$ cat src/rtl/hm_rx_if.sv
// hm_rx_if: PCIe TRN receive channel between the link core (master) and a receive engine (slave)
//   trn_rd[63:0]          receive data, [63:32] is the earlier dword
//   trn_rrem_n            0: only [63:32] valid on the EOF beat
//   trn_rsof_n/reof_n     start/end of TLP
//   trn_rsrc_rdy_n        source has a beat
//   trn_rsrc_dsc_n        source discontinue
//   trn_rerrfwd_n         poisoned TLP
//   trn_rdst_rdy_n        slave ready
//   trn_rnp_ok_n          non-posted flow control
//   trn_rcpl_streaming_n  completion streaming mode
interface hm_rx_if;
    logic [63:0] trn_rd;
    logic        trn_rrem_n;
    logic        trn_rsof_n;
    logic        trn_reof_n;
    logic        trn_rsrc_rdy_n;
    logic        trn_rsrc_dsc_n;
    logic        trn_rerrfwd_n;
    logic        trn_rdst_rdy_n;
    logic        trn_rnp_ok_n;
    logic        trn_rcpl_streaming_n;

    modport master (
        output trn_rd, trn_rrem_n, trn_rsof_n, trn_reof_n, trn_rsrc_rdy_n, trn_rsrc_dsc_n, trn_rerrfwd_n,
        input  trn_rdst_rdy_n, trn_rnp_ok_n, trn_rcpl_streaming_n
    );
    modport slave (
        input  trn_rd, trn_rrem_n, trn_rsof_n, trn_reof_n, trn_rsrc_rdy_n, trn_rsrc_dsc_n, trn_rerrfwd_n,
        output trn_rdst_rdy_n, trn_rnp_ok_n, trn_rcpl_streaming_n
    );
endinterface

$ cat src/rtl/hm_rx.sv
// hm_rx: consumes the CplD TLPs answering the 32-dword tag-0x38 host read and writes them to a 16x64 buffer
//   trn_clk, sys_rst      clock, synchronous active-high reset
//   trn                   TRN receive channel (hm_rx_if.slave)
//   rx_start              arm reception
//   rx_end/rx_error       one-cycle pulses: all 32 dwords written / bad completion
//   timeout               one-cycle pulse after 65535 cycles without a beat while armed
//   cfg_*                 own requester ID
//   hm_wr_en/addr/data    buffer write port, data = {dword 2k, dword 2k+1}
//   stat_*                completion/drop counters and current state
// Optional: define HM_RX_TIMEOUT_EN to build the timeout counter; otherwise timeout is tied 0.
module hm_rx (
    input  logic        trn_clk,
    input  logic        sys_rst,
    hm_rx_if.slave      trn,
    input  logic        rx_start,
    output logic        rx_end,
    output logic        rx_error,
    output logic        timeout,
    input  logic [7:0]  cfg_bus_number,
    input  logic [4:0]  cfg_device_number,
    input  logic [2:0]  cfg_function_number,
    output logic        hm_wr_en,
    output logic [3:0]  hm_wr_addr,
    output logic [63:0] hm_wr_data,
    output logic [31:0] stat_trn_cpt_rx,
    output logic [31:0] stat_trn_cpt_drop,
    output logic [1:0]  stat_state
);
    localparam logic [7:0] TAG = 8'h38;

    typedef enum logic [1:0] {IDLE, ARMED, DATA, DISCARD} state_t;

    state_t      state, ret, drop_to;
    logic        hdr, nodata, beat, sof, eof, is_cpl, mism, bad, drop;
    logic [2:0]  status;
    logic [9:0]  len;
    logic [31:0] held;
    logic [3:0]  wr_idx;
    logic [5:0]  dw_total;
`ifdef HM_RX_TIMEOUT_EN
    logic [15:0] to_cnt;
`endif

    assign trn.trn_rnp_ok_n         = 1'b0;
    assign trn.trn_rcpl_streaming_n = 1'b1;
    assign stat_state               = state;

    assign beat   = !trn.trn_rsrc_rdy_n && !trn.trn_rdst_rdy_n;
    assign sof    = !trn.trn_rsof_n;
    assign eof    = !trn.trn_reof_n;
    assign is_cpl = trn.trn_rd[60:56] == 5'b01010 && (trn.trn_rd[63:61] == 3'b010 || trn.trn_rd[63:61] == 3'b000);
    // DW2 sits in the upper half of the beat after the SOF beat
    assign mism   = trn.trn_rd[63:48] != {cfg_bus_number, cfg_device_number, cfg_function_number} ||
                    trn.trn_rd[47:40] != TAG;
    assign bad    = status != 3'b000 || nodata || trn.trn_rd[34] || len[0] || len == 10'd0 ||
                    11'(dw_total) + 11'(len) > 11'd32;
    // drop: this beat rejects the TLP it belongs to; drop_to is where we go once its EOF is seen
    assign drop    = beat && (state == IDLE || (state == ARMED && (hdr ? (mism || bad) : !(sof && is_cpl))));
    assign drop_to = state == IDLE ? (rx_start ? ARMED : IDLE) : (hdr && !mism ? IDLE : ARMED);

    always_ff @(posedge trn_clk) begin
        if (sys_rst) begin
            state              <= IDLE;
            ret                <= IDLE;
            hdr                <= 1'b0;
            nodata             <= 1'b0;
            status             <= '0;
            len                <= '0;
            held               <= '0;
            wr_idx             <= '0;
            dw_total           <= '0;
            trn.trn_rdst_rdy_n <= 1'b1;
            rx_end             <= 1'b0;
            rx_error           <= 1'b0;
            timeout            <= 1'b0;
            hm_wr_en           <= 1'b0;
            hm_wr_addr         <= '0;
            hm_wr_data         <= '0;
            stat_trn_cpt_rx    <= '0;
            stat_trn_cpt_drop  <= '0;
`ifdef HM_RX_TIMEOUT_EN
            to_cnt             <= '0;
`endif
        end else begin
            trn.trn_rdst_rdy_n <= 1'b0;
            rx_end             <= 1'b0;
            rx_error           <= 1'b0;
            timeout            <= 1'b0;
            hm_wr_en           <= 1'b0;
            if (state == IDLE && rx_start) begin
                state    <= ARMED;
                dw_total <= '0;
            end
            if (beat && state == ARMED) begin
                hdr <= !hdr && sof && is_cpl;
                if (!hdr) begin
                    nodata <= trn.trn_rd[63:61] == 3'b000;
                    status <= trn.trn_rd[15:13];
                    len    <= trn.trn_rd[41:32];
                end
                if (hdr && !mism && bad)
                    rx_error <= 1'b1;
                if (hdr && !drop) begin
                    held   <= trn.trn_rd[31:0];
                    wr_idx <= trn.trn_rd[38:35];
                    state  <= DATA;
                end
            end
            if (beat && state == DATA) begin
                // a trailing odd dword or overflow past 32 means the completion cannot be placed
                if (!trn.trn_rsrc_dsc_n || !trn.trn_rerrfwd_n || dw_total == 6'd32 || (eof && trn.trn_rrem_n)) begin
                    rx_error <= 1'b1;
                    state    <= IDLE;
                end else begin
                    hm_wr_en   <= 1'b1;
                    hm_wr_addr <= wr_idx;
                    hm_wr_data <= {held, trn.trn_rd[63:32]};
                    held       <= trn.trn_rd[31:0];
                    wr_idx     <= wr_idx + 4'd1;
                    dw_total   <= dw_total + 6'd2;
                    if (eof) begin
                        stat_trn_cpt_rx <= stat_trn_cpt_rx + 32'd1;
                        rx_end          <= dw_total == 6'd30;
                        state           <= dw_total == 6'd30 ? IDLE : ARMED;
                    end
                end
            end
            if (drop) begin
                ret   <= drop_to;
                state <= eof ? drop_to : DISCARD;
            end
            if (state == DISCARD && beat && eof)
                state <= ret;
            if ((drop || state == DISCARD) && beat && eof)
                stat_trn_cpt_drop <= stat_trn_cpt_drop + 32'd1;
`ifdef HM_RX_TIMEOUT_EN
            if ((state == ARMED || state == DATA) && !beat) begin
                to_cnt <= to_cnt + 16'd1;
                if (to_cnt == 16'hfffe) begin
                    timeout <= 1'b1;
                    state   <= IDLE;
                    hdr     <= 1'b0;
                end
            end else begin
                to_cnt <= '0;
            end
`endif
        end
    end
endmodule

$ cat src/flat_wrapper.sv
// flat-port wrapper written by rule: the top's interface ports become plain ports
module hm_rx_flat 
  (trn_clk, sys_rst, rx_start, rx_end, rx_error, timeout, cfg_bus_number, cfg_device_number, cfg_function_number, hm_wr_en, hm_wr_addr, hm_wr_data, stat_trn_cpt_rx, stat_trn_cpt_drop, stat_state, trn_trn_rd, trn_trn_rrem_n, trn_trn_rsof_n, trn_trn_reof_n, trn_trn_rsrc_rdy_n, trn_trn_rsrc_dsc_n, trn_trn_rerrfwd_n, trn_trn_rdst_rdy_n, trn_trn_rnp_ok_n, trn_trn_rcpl_streaming_n);
  hm_rx_if trn_i ();
  input  logic trn_clk;
  input  logic sys_rst;
  input  logic rx_start;
  output logic rx_end;
  output logic rx_error;
  output logic timeout;
  input  logic [7:0] cfg_bus_number;
  input  logic [4:0] cfg_device_number;
  input  logic [2:0] cfg_function_number;
  output logic hm_wr_en;
  output logic [3:0] hm_wr_addr;
  output logic [63:0] hm_wr_data;
  output logic [31:0] stat_trn_cpt_rx;
  output logic [31:0] stat_trn_cpt_drop;
  output logic [1:0] stat_state;
  input wire logic [$bits(trn_i.trn_rd)-1:0] trn_trn_rd;
  input wire logic [$bits(trn_i.trn_rrem_n)-1:0] trn_trn_rrem_n;
  input wire logic [$bits(trn_i.trn_rsof_n)-1:0] trn_trn_rsof_n;
  input wire logic [$bits(trn_i.trn_reof_n)-1:0] trn_trn_reof_n;
  input wire logic [$bits(trn_i.trn_rsrc_rdy_n)-1:0] trn_trn_rsrc_rdy_n;
  input wire logic [$bits(trn_i.trn_rsrc_dsc_n)-1:0] trn_trn_rsrc_dsc_n;
  input wire logic [$bits(trn_i.trn_rerrfwd_n)-1:0] trn_trn_rerrfwd_n;
  output wire logic [$bits(trn_i.trn_rdst_rdy_n)-1:0] trn_trn_rdst_rdy_n;
  output wire logic [$bits(trn_i.trn_rnp_ok_n)-1:0] trn_trn_rnp_ok_n;
  output wire logic [$bits(trn_i.trn_rcpl_streaming_n)-1:0] trn_trn_rcpl_streaming_n;
  assign trn_i.trn_rd = trn_trn_rd;
  assign trn_i.trn_rrem_n = trn_trn_rrem_n;
  assign trn_i.trn_rsof_n = trn_trn_rsof_n;
  assign trn_i.trn_reof_n = trn_trn_reof_n;
  assign trn_i.trn_rsrc_rdy_n = trn_trn_rsrc_rdy_n;
  assign trn_i.trn_rsrc_dsc_n = trn_trn_rsrc_dsc_n;
  assign trn_i.trn_rerrfwd_n = trn_trn_rerrfwd_n;
  assign trn_trn_rdst_rdy_n = trn_i.trn_rdst_rdy_n;
  assign trn_trn_rnp_ok_n = trn_i.trn_rnp_ok_n;
  assign trn_trn_rcpl_streaming_n = trn_i.trn_rcpl_streaming_n;
  hm_rx u_core (.trn_clk(trn_clk), .sys_rst(sys_rst), .trn(trn_i), .rx_start(rx_start), .rx_end(rx_end), .rx_error(rx_error), .timeout(timeout), .cfg_bus_number(cfg_bus_number), .cfg_device_number(cfg_device_number), .cfg_function_number(cfg_function_number), .hm_wr_en(hm_wr_en), .hm_wr_addr(hm_wr_addr), .hm_wr_data(hm_wr_data), .stat_trn_cpt_rx(stat_trn_cpt_rx), .stat_trn_cpt_drop(stat_trn_cpt_drop), .stat_state(stat_state));
endmodule
$ cat config.mk
export PLATFORM = sky130hd
export DESIGN_NAME = hm_rx_flat
export DESIGN_NICKNAME = d
export VERILOG_FILES = /design/src/rtl/hm_rx_if.sv /design/src/rtl/hm_rx.sv /design/src/flat_wrapper.sv
export SDC_FILE = /design/constraint.sdc
export NUM_CORES = 1
export LEC_CHECK = 0
export ABC_AREA = 1
export CAP_MARGIN = 20
export CORE_ASPECT_RATIO = 0.7
export CORE_MARGIN = 5
export CORE_UTILIZATION = 50
export DETAILED_ROUTE_END_ITERATION = 6
export HOLD_SLACK_MARGIN = 0.08
export PLACE_DENSITY_LB_ADDON = 0.08
export SLEW_MARGIN = 0
export SYNTH_ARGS = -nofsm -noshare
export SYNTH_HDL_FRONTEND = slang
export SYNTH_SLANG_ARGS = --single-unit
$ cat constraint.sdc
create_clock -name trn_clk -period 7.2 [get_ports trn_clk]
set_clock_uncertainty 0.1 [all_clocks]
set_input_delay 0.72 -clock trn_clk [delete_from_list [all_inputs] [get_ports trn_clk]]
set_output_delay 0.72 -clock trn_clk [all_outputs]
set_load 0.01 [all_outputs]
Yosys cells after proc, flatten, opt, wreduce, memory -nomap -nowiden
Cells that the tools add are included.

Flip-flop bits (word level): 197. Output and inout bits: 141. Logic and storage cells: 117.

Bitwise operators: 4. Equality and inequality tests: 9. $add $sub $neg: 5. Multiplexer cells: 31. Magnitude comparators: 1. Reductions and logical operators: 50.

Operators with widths (number): 32-bit two-way mux (4); 32-bit by 1-bit adder with 32-bit output, second input constant (2); 2-bit two-way mux (10); 1-bit logical AND (18); 6-bit two-way mux (3); 4-bit two-way mux (4); 16-bit != test (1); 1-bit logical OR (13); 6-bit by 10-bit adder with 11-bit output (1); 11-bit by 6-bit greater-than comparator with 1-bit output, second input constant (1); 1-bit logical NOT (10); 10-bit logical NOT (1); 1-bit two-way mux (10); 8-bit by 6-bit != test with 1-bit output, second input constant (1); 6-bit by 2-bit adder with 6-bit output, second input constant (1); 6-bit by 5-bit equality test with 1-bit output, second input constant (1); 6-bit equality test, second input constant (1); 5-bit by 4-bit equality test with 1-bit output, second input constant (1); 4-bit by 1-bit adder with 4-bit output, second input constant (1); 2-bit equality test, second input constant (2); 1-bit NOT (4); 2-bit AND reduction (2); 4-bit OR reduction (1); 3-bit by 2-bit equality test with 1-bit output, second input constant (1); 6 further kinds (6).

Logic depth before layout (Yosys ltp)
Gate-level depths: netlist of run 1.

Depth after elaboration: 20. Mapped depth: 21.

Least setup slack after synthesis of run 1
OpenSTA, ideal clock, no wires.

Path type: input to register. Start: input trn_trn_rsrc_rdy_n. End: register u_core.stat_trn_cpt_rx[29]. Arrival: 2341 ps. Slack: 4628 ps. Path buffers: 0. Setup time: 131 ps. Cell stages on the path: 14. Path through: or2_4 > nor3_4 > nand3_2 > nor2_4 > nand2_2 > nor2_2 > nand3_2 > nor2_4 > nand2_2 > nor2_4 > nand2_2 > nor2_2 > nand2_1 > nor3b_2.

Word-level cells in the longest chain between the ends: 4.

RTL lines: start, declared (RTL line flat_wrapper.sv:24) `input wire logic [$bits(trn_i.trn_rsrc_rdy_n)-1:0] trn_trn_rsrc_rdy_n;`; 1-bit logical NOT (RTL line hm_rx.sv:48) `assign beat = !trn.trn_rsrc_rdy_n && !trn.trn_rdst_rdy_n;`; 1-bit logical AND (RTL line hm_rx.sv:48); 1-bit logical AND (RTL line hm_rx.sv:109) `if (beat && state == DATA) begin`; 3-bit AND reduction (no source line); end signal, assigned (RTL line hm_rx.sv:122) `stat_trn_cpt_rx <= stat_trn_cpt_rx + 32'd1;`; end, declared (RTL line hm_rx.sv:25) `output logic [31:0] stat_trn_cpt_rx,`.

No other way between the ends. A chain may end at the register's enable or synchronous reset.

Worst setup path after layout of run 1
Start: register u_core.dw_total[1]. End: register u_core.stat_trn_cpt_drop[17].

Word-level cells in the longest chain between the ends: 11.

RTL lines: start, declared (RTL line hm_rx.sv:39) `logic [5:0] dw_total;`; start signal, assigned (RTL line hm_rx.sv:120) `dw_total <= dw_total + 6'd2;`; 6-bit by 10-bit adder with 11-bit output (RTL line hm_rx.sv:56) `11'(dw_total) + 11'(len) > 11'd32;`; 11-bit by 6-bit greater-than comparator with 1-bit output (RTL line hm_rx.sv:56); 1-bit logical OR (RTL line hm_rx.sv:55) `assign bad = status != 3'b000 || nodata || trn.trn_rd[34] || len[0] || len == 10'd0 ||`; 1-bit logical OR (RTL line hm_rx.sv:58) `assign drop = beat && (state == IDLE || (state == ARMED && (hdr ? (mism || bad) : !(sof && is_cpl))));`; 1-bit two-way mux (RTL line hm_rx.sv:58); 1-bit logical AND (RTL line hm_rx.sv:58); 1-bit logical OR (RTL line hm_rx.sv:58); 1-bit logical AND (RTL line hm_rx.sv:58); 1-bit logical OR (RTL line hm_rx.sv:134) `if ((drop || state == DISCARD) && beat && eof)`; 1-bit logical AND (2 in a row) (RTL line hm_rx.sv:134); end signal, assigned (RTL line hm_rx.sv:135) `stat_trn_cpt_drop <= stat_trn_cpt_drop + 32'd1;`; end, declared (RTL line hm_rx.sv:26) `output logic [31:0] stat_trn_cpt_drop,`.

No other way between the ends.

==> results.json, run 1 <==
{
  "grt.overflow.total": 0,
  "path_class": "reg -> reg",
  "ant_nets": 0,
  "cts.sinks": 196,
  "relSlewSlack_pct": 40.2,
  "yosys.area_share.adder_pct": 1.54,
  "drcViolationCount": 0,
  "synth_area_mm2": 0.00940,
  "grt_pass1_wl_um": 44600,
  "finalHoldViolations": 0,
  "synth.distinct_cells": 42,
  "num_io_pins": 230,
  "hold_path_class": "reg -> reg",
  "timing.fmax_mhz": 245,
  "synth_xor_area_share_pct": 2.61,
  "peakVddDrop_mv": 0.130,
  "setup_slack_ps": 3110,
  "crit_fanout": 31,
  "layout.cells.non_filler": 1803,
  "synth_edf_count": 0,
  "finalPower_mw": 2.22,
  "core_mm2": 0.0187,
  "yosys.area_share.simple_pct": 28.8,
  "slew_violations": 0,
  "core.rowCount": 42,
  "grt_setup_unrepaired": "no",
  "arrival_ps": 4330,
  "path_clk_slew_ps": 80,
  "dp_slack_ps": 2960,
  "dpl.hpwl_um": 19900,
  "cts_setup_buffers": 0,
  "synth_top_cell_area_share_pct": 41.7,
  "port_buffers": 226,
  "reg2reg_to": "u_core.stat_trn_cpt_drop[17]",
  "firstDrtPassIters": 5,
  "period_minus_slack_ps": 4090,
  "die_h_um": 125,
  "yosys-top-cells-count": "380 x nand2_1, 196 x dfxtp_1, 148 x inv_1",
  "crit_path_end_kind": "flip-flop",
  "worstMarginPinSlew_ps": 894,
  "tns_ps": 0,
  "power.leakage_nw": 4.65,
  "cts-root-buf": "clkbuf_16",
  "worstSkewPairLatency_ps": 440,
  "r2r_start": "u_core.dw_total[1]",
  "period_share_pct": 56.8,
  "layout-drive-gt1-share_pct": 6.02,
  "synth_most_common_cell": "nand2_1",
  "numCtsBuffers": 17,
  "dp_cells": 1771,
  "die_area_mm2": 0.0217,
  "ys_ff_latch": 196,
  "cts_hold_buf": 0,
  "holdWs_ps": 363,
  "grt_use_total_pct": 24.8,
  "synth_top_family_by_area": "simple AND/OR/NAND/NOR gates",
  "antenna_found_initial": 1,
  "worstPathRequired_ps": 7440,
  "avgSynthCellArea_um2": 6.92,
  "wl_um": 28000,
  "cts_max_path_buffers": 2,
  "routedWlPerCell_um": 15.5,
  "synth-main-ff-cell": "dfxtp_1",
  "vias": 9526,
  "drv_cap": 0,
  "grt_pass1_vias": 8698,
  "first_iter_violations": 889,
  "num_antenna_cells": 0,
  "r2r_cells": 19,
  "cts-htree-levels": 4,
  "reg2reg_slack_ps": 3110,
  "pwr_density_cell_mw_per_mm2": 179,
  "yosysTopAreaCell": "dfxtp_1",
  "status": "finished, final reports clean",
  "final_nets": 1648,
  "cp-start-kind": "flip-flop",
  "holdPathStages": 2,
  "crit_start": "u_core.dw_total[1]",
  "synthTopCellsByArea": "dfxtp_1 42%, nand2_1 15%, a21oi_1 7.7%, inv_1 5.9%, o21ai_0 4.0%",
  "yosysSeqAreaShare_pct": 41.7,
  "area_growth_pct": 32.1,
  "synthArstFlopShare_pct": 0,
  "endpoint": "u_core.stat_trn_cpt_drop[17]",
  "grt_max_degree": 81,
  "die_w_um": 174,
  "cts_tree": "built",
  "ctsResizeCount": 0,
  "gp_congestion": 0.964,
  "synth-compound-area-share_pct": 16.2,
  "viasPerCell": 5.28,
  "setup_viol": 0,
  "synth_mux_area_share_pct": 0,
  "yosys_warnings": 0,
  "initial_core_util_pct": 50.2,
  "synthCells": 1359
}
==> critical path, cell delays in order, from the launching register on <==
cell     delay, ps
dfxtp_1        470
inv_1          150
fa_1           450
inv_1           90
nand2_1         80
nand2_1        100
nand3_1         90
nand3_1         90
nand2_1         50
a21oi_1        270
nand4_1        120
nand2_1        110
nand2_1        100
nand3_1        630
nand2_1        510
buf_16         320
nand3_1        100
nand2_1         60
nand2_1         50
nor2_1          40
==> metal layers <==
metal	vias to the layer above	global-route usage (%)	wire, um
li1	4813	-	-
met1	4348	34.2	13100
met2	336	37.7	12000
met3	27	8.62	2530
met4	2	5.21	308
met5	-	0	12
==> state kept, by name, indices dropped and copies added (netlist names) <==
| register | flops |
|---|---|
| u_core.held | 32 |
| u_core.nodata | 1 |
| u_core.trn.trn_rdst_rdy_n | 1 |
| u_core.hdr | 1 |
| u_core.hm_wr_en | 1 |
| u_core.hm_wr_addr | 4 |
| u_core.rx_error | 1 |
| u_core.dw_total | 6 |
| u_core.wr_idx | 4 |
| u_core.stat_trn_cpt_drop | 32 |
| u_core.ret | 1 |
| u_core.stat_trn_cpt_rx | 32 |
| u_core.hm_wr_data | 64 |
| u_core.stat_state | 2 |
| u_core.status | 3 |
| u_core.rx_end | 1 |
| u_core.len | 10 |
==> worst min-delay path by stage <==
stage	endpoint	from	slack, ps
2_1_floorplan	u_core.ret[0]	u_core.ret[0]	340
3_3_place_gp	u_core.hm_wr_data[32]	u_core.held[0]	350
3_5_place_dp	u_core.hm_wr_data[58]	u_core.held[26]	350
4_1_cts	u_core.hm_wr_data[37]	u_core.held[5]	360
5_1_grt	u_core.hm_wr_data[59]	u_core.held[27]	380
6_report	u_core.hm_wr_data[46]	u_core.held[14]	360
==> cell usage in the layout, fill, tap and decap left out, types with 2 or more instances in the layout <==
cell	instances
a211oi_1	3
a21oi_1	145
a31o_2	32
a31oi_1	4
and3_1	3
buf_16	2
buf_4	8
clkbuf_16	17
clkdlybuf4s50_1	225
clkinv_1	2
clkinv_4	2
clkinv_8	5
conb_1	3
dfxtp_1	196
ha_1	10
inv_1	146
inv_2	3
inv_6	4
inv_8	3
nand2_1	380
nand2_2	3
nand3_1	68
nand4_1	26
nor2_1	84
nor2_2	3
nor2_4	4
nor3_1	38
nor4_1	15
o211ai_1	2
o21a_1	3
o21ai_0	76
o21ai_1	2
o22ai_1	2
or2_4	2
xnor2_1	8
xor2_1	20
==> layout make-up <==
class                      instances  area [um2]
fill                            1624        6290
multi-input combinational        947        4650
sequential                       196        3920
timing repair buffer             235        2370
inverter                         151         567
clock buffer                      17         425
tap                              242         303
clock inverter                    15         184
==> cells by family (layout without fill, tap and decap cells) <==
logic type	count (synthesis)	in the layout
AND/OR/NAND/NOR	632	632
AO/OA/AOI/OAI	273	273
buffers and inverters	217	418
flip-flops	196	196
XOR/XNOR	28	28
adder cells (fa/ha/maj)	11	11
other	2	3
==> where the power goes <==
| part | switching, mW | internal (mW) | leakage, nW |
|---|---|---|---|
| clock | 0.493 | 0.475 | 0.296 |
| sequential | 0.00721 | 1.09 | 1.58 |
| combinational | 0.0827 | 0.0729 | 2.77 |
==> stage by stage <==
step                util (%)  instance area (um2)
global placement        62.8                11800
finish                  66.4                12400
detailed placement      63.1                11800
floorplan                  -                 9400
CTS                     66.4                12400
global route            66.4                12400
Power figures use the tool's default switching activity.
==> inputs of run 2 (changes only) <==
- clock period: 7.2 -> 3.95 ns (I/O delays scaled with it)
==> run 2 against run 1 <==
  * Sequential share of layout area is 0.061 points higher
  * Worst setup slack got worse by 2200 ps
  * Flip-flop and latch count unchanged
  * Largest cell class unchanged
  * Critical path depth shrank 2
  * Largest power group unchanged
  * Die area did not move
  * Non-clock buffer count up 4
  * Critical path type unchanged
  * Clock power increased by 74%
  * Routed wire length rose by 0.96%
  * Sequential power up 82%
==> results.json, run 2 (synthesis gave the netlist of run 1 again) <==
{
  "cts.sinks": 196,
  "path_clk_slew_ps": 80,
  "drcViolationCount": 0,
  "cts_max_path_buffers": 2,
  "highest_layer": "met4",
  "worstPathRequired_ps": 4230,
  "num_io_pins": 230,
  "port_buffers": 226,
  "ant_nets": 0,
  "crit_fanout": 23,
  "routedWlPerCell_um": 15.6,
  "numCtsBuffers": 17,
  "grt_use_total_pct": 25.2,
  "setup_viol": 0,
  "core.rowCount": 42,
  "ctsResizeCount": 0,
  "crit_family": "buffers and inverters",
  "period_minus_slack_ps": 3090,
  "holdPathStages": 1,
  "seq_power_share_pct": 50.5,
  "die_area_mm2": 0.0217,
  "crit_path_end_kind": "flip-flop",
  "cts-root-buf": "clkbuf_16",
  "grt_pass1_wl_um": 45100,
  "cts-htree-levels": 4,
  "status": "finished, final reports clean",
  "crit_chain": "inv_1 -> fa_1 -> inv_1 -> nand2_1 -> nand2_1 -> nand3_1 -> nand2_1 -> nand3_1 -> a21oi_1 -> nand4_1 -> nand2_1 -> nand3_1 -> clkinv_1 -> buf_4 -> nand2_1 -> a31o_2 -> inv_1",
  "cp-start-kind": "flip-flop",
  "hold_path_class": "in -> reg",
  "period_share_pct": 78.1,
  "grt_setup_unrepaired": "no",
  "cts_hold_buf": 0,
  "mostFrequentLayoutCells": "380 x nand2_1, 225 x clkdlybuf4s50_1, 196 x dfxtp_1",
  "dp_cells": 1774,
  "dpl.hpwl_um": 20200,
  "firstDrtPassIters": 5,
  "fillCellCount": 1703,
  "final_core_util_pct": 66.2,
  "grt_max_degree": 71,
  "die_w_um": 174,
  "tns_ps": 0,
  "viasPerCell": 5.26,
  "final_common_cell": "nand2_1",
  "final_nets": 1652,
  "vias": 9497,
  "r2r_cells": 17,
  "finalHoldViolations": 0,
  "finalPower_mw": 3.97,
  "largest_reg_flops": 64,
  "reg2reg_to": "u_core.held[8]",
  "drv_cap": 0,
  "pwr_density_cell_mw_per_mm2": 320,
  "reg2reg_slack_ps": 860,
  "arrival_ps": 3370,
  "met3_wirelength_um": 2160,
  "crit_buf_inv": 5,
  "gp_congestion": 0.954,
  "first_iter_violations": 676,
  "path_class": "reg -> reg",
  "initial_core_util_pct": 50.2,
  "dr_wl_met2_um": 12300,
  "relSlewSlack_pct": 45.3,
  "min_delay_worst_endpoint": "u_core.trn.trn_rdst_rdy_n",
  "num_antenna_cells": 0,
  "path_common_cell": "nand2_1",
  "peakVddDrop_mv": 0.222,
  "slowest_delay_ps": 450,
  "cts_setup_buffers": 0,
  "largest-register": "u_core.hm_wr_data",
  "antenna_found_initial": 0,
  "grt.overflow.total": 0,
  "cts_tree": "built",
  "worstSkewPairLatency_ps": 440,
  "p_switching_mw": 1.01,
  "power.leakage_nw": 4.64,
  "holdWs_ps": 242,
  "slew_violations": 0,
  "cp_slowest_cell": "dfxtp_1",
  "worstMarginPinSlew_ps": 821,
  "clkPwrFrac_pct": 42.3,
  "grt_pass1_vias": 8712,
  "switching_share_pct": 25.4,
  "timing.fmax_mhz": 324,
  "die_h_um": 125,
  "hp-start": "sys_rst",
  "core_mm2": 0.0187,
  "layout-drive-gt1-share_pct": 6.26,
  "area_growth_pct": 31.8,
  "layout.cells.non_filler": 1807,
  "wl_um": 28200,
  "p_comb_share_pct": 7.2,
  "m1WireLength_um": 13500,
  "r2r_start": "u_core.dw_total[1]",
  "power.internal_mw": 2.96
}
-- run 2: worst max-delay path by stage --
| stage | slack [ps] | cells after the start | endpoint | from |
|---|---|---|---|---|
| floorplan | 1430 | 19 | u_core.wr_idx[1] | u_core.dw_total[0] |
| detailed placement | 820 | 15 | u_core.held[8] | trn_trn_rd[60] |
| global placement | 870 | 15 | u_core.held[17] | trn_trn_rd[60] |
| global route | 480 | 17 | u_core.held[2] | u_core.dw_total[1] |
| CTS | 860 | 17 | u_core.held[8] | u_core.dw_total[1] |
| finish | 860 | 17 | u_core.held[8] | u_core.dw_total[1] |
-- run 2: layer usage --
metal | track usage, % | vias to the layer above
met3 | 8.01 | 24
met4 | 5.82 | 0
met5 | 0 | -
li1 | - | 4829
met1 | 35.2 | 4358
met2 | 38.3 | 286
-- run 2: power groups by stage --
stage | clock network (mW) | logic [mW] | registers (mW)
floorplan | 0 | 0.129 | 2.05
global placement | 0 | 0.278 | 2.05
detailed placement | 0 | 0.282 | 2.05
CTS | 1.70 | 0.283 | 2.00
global route | 1.78 | 0.313 | 2.00
finish | 1.68 | 0.287 | 2.00
-- run 2: final cells by class --
class / count / area, um2 / area share [%]
timing repair buffer: 239 / 2380 / 19.2
multi-input combinational: 947 / 4650 / 37.5
clock buffer: 17 / 425 / 3.43
clock inverter: 15 / 145 / 1.17
tap: 242 / 303 / 2.44
sequential: 196 / 3920 / 31.7
inverter: 151 / 567 / 4.57
-- run 2: metrics by stage --
step	setup slack, ps	cell area, um2
6_report	864	12400
3_5_place_dp	822	11800
2_1_floorplan	1430	9400
4_1_cts	862	12400
5_1_grt	477	12400
3_3_place_gp	869	11800
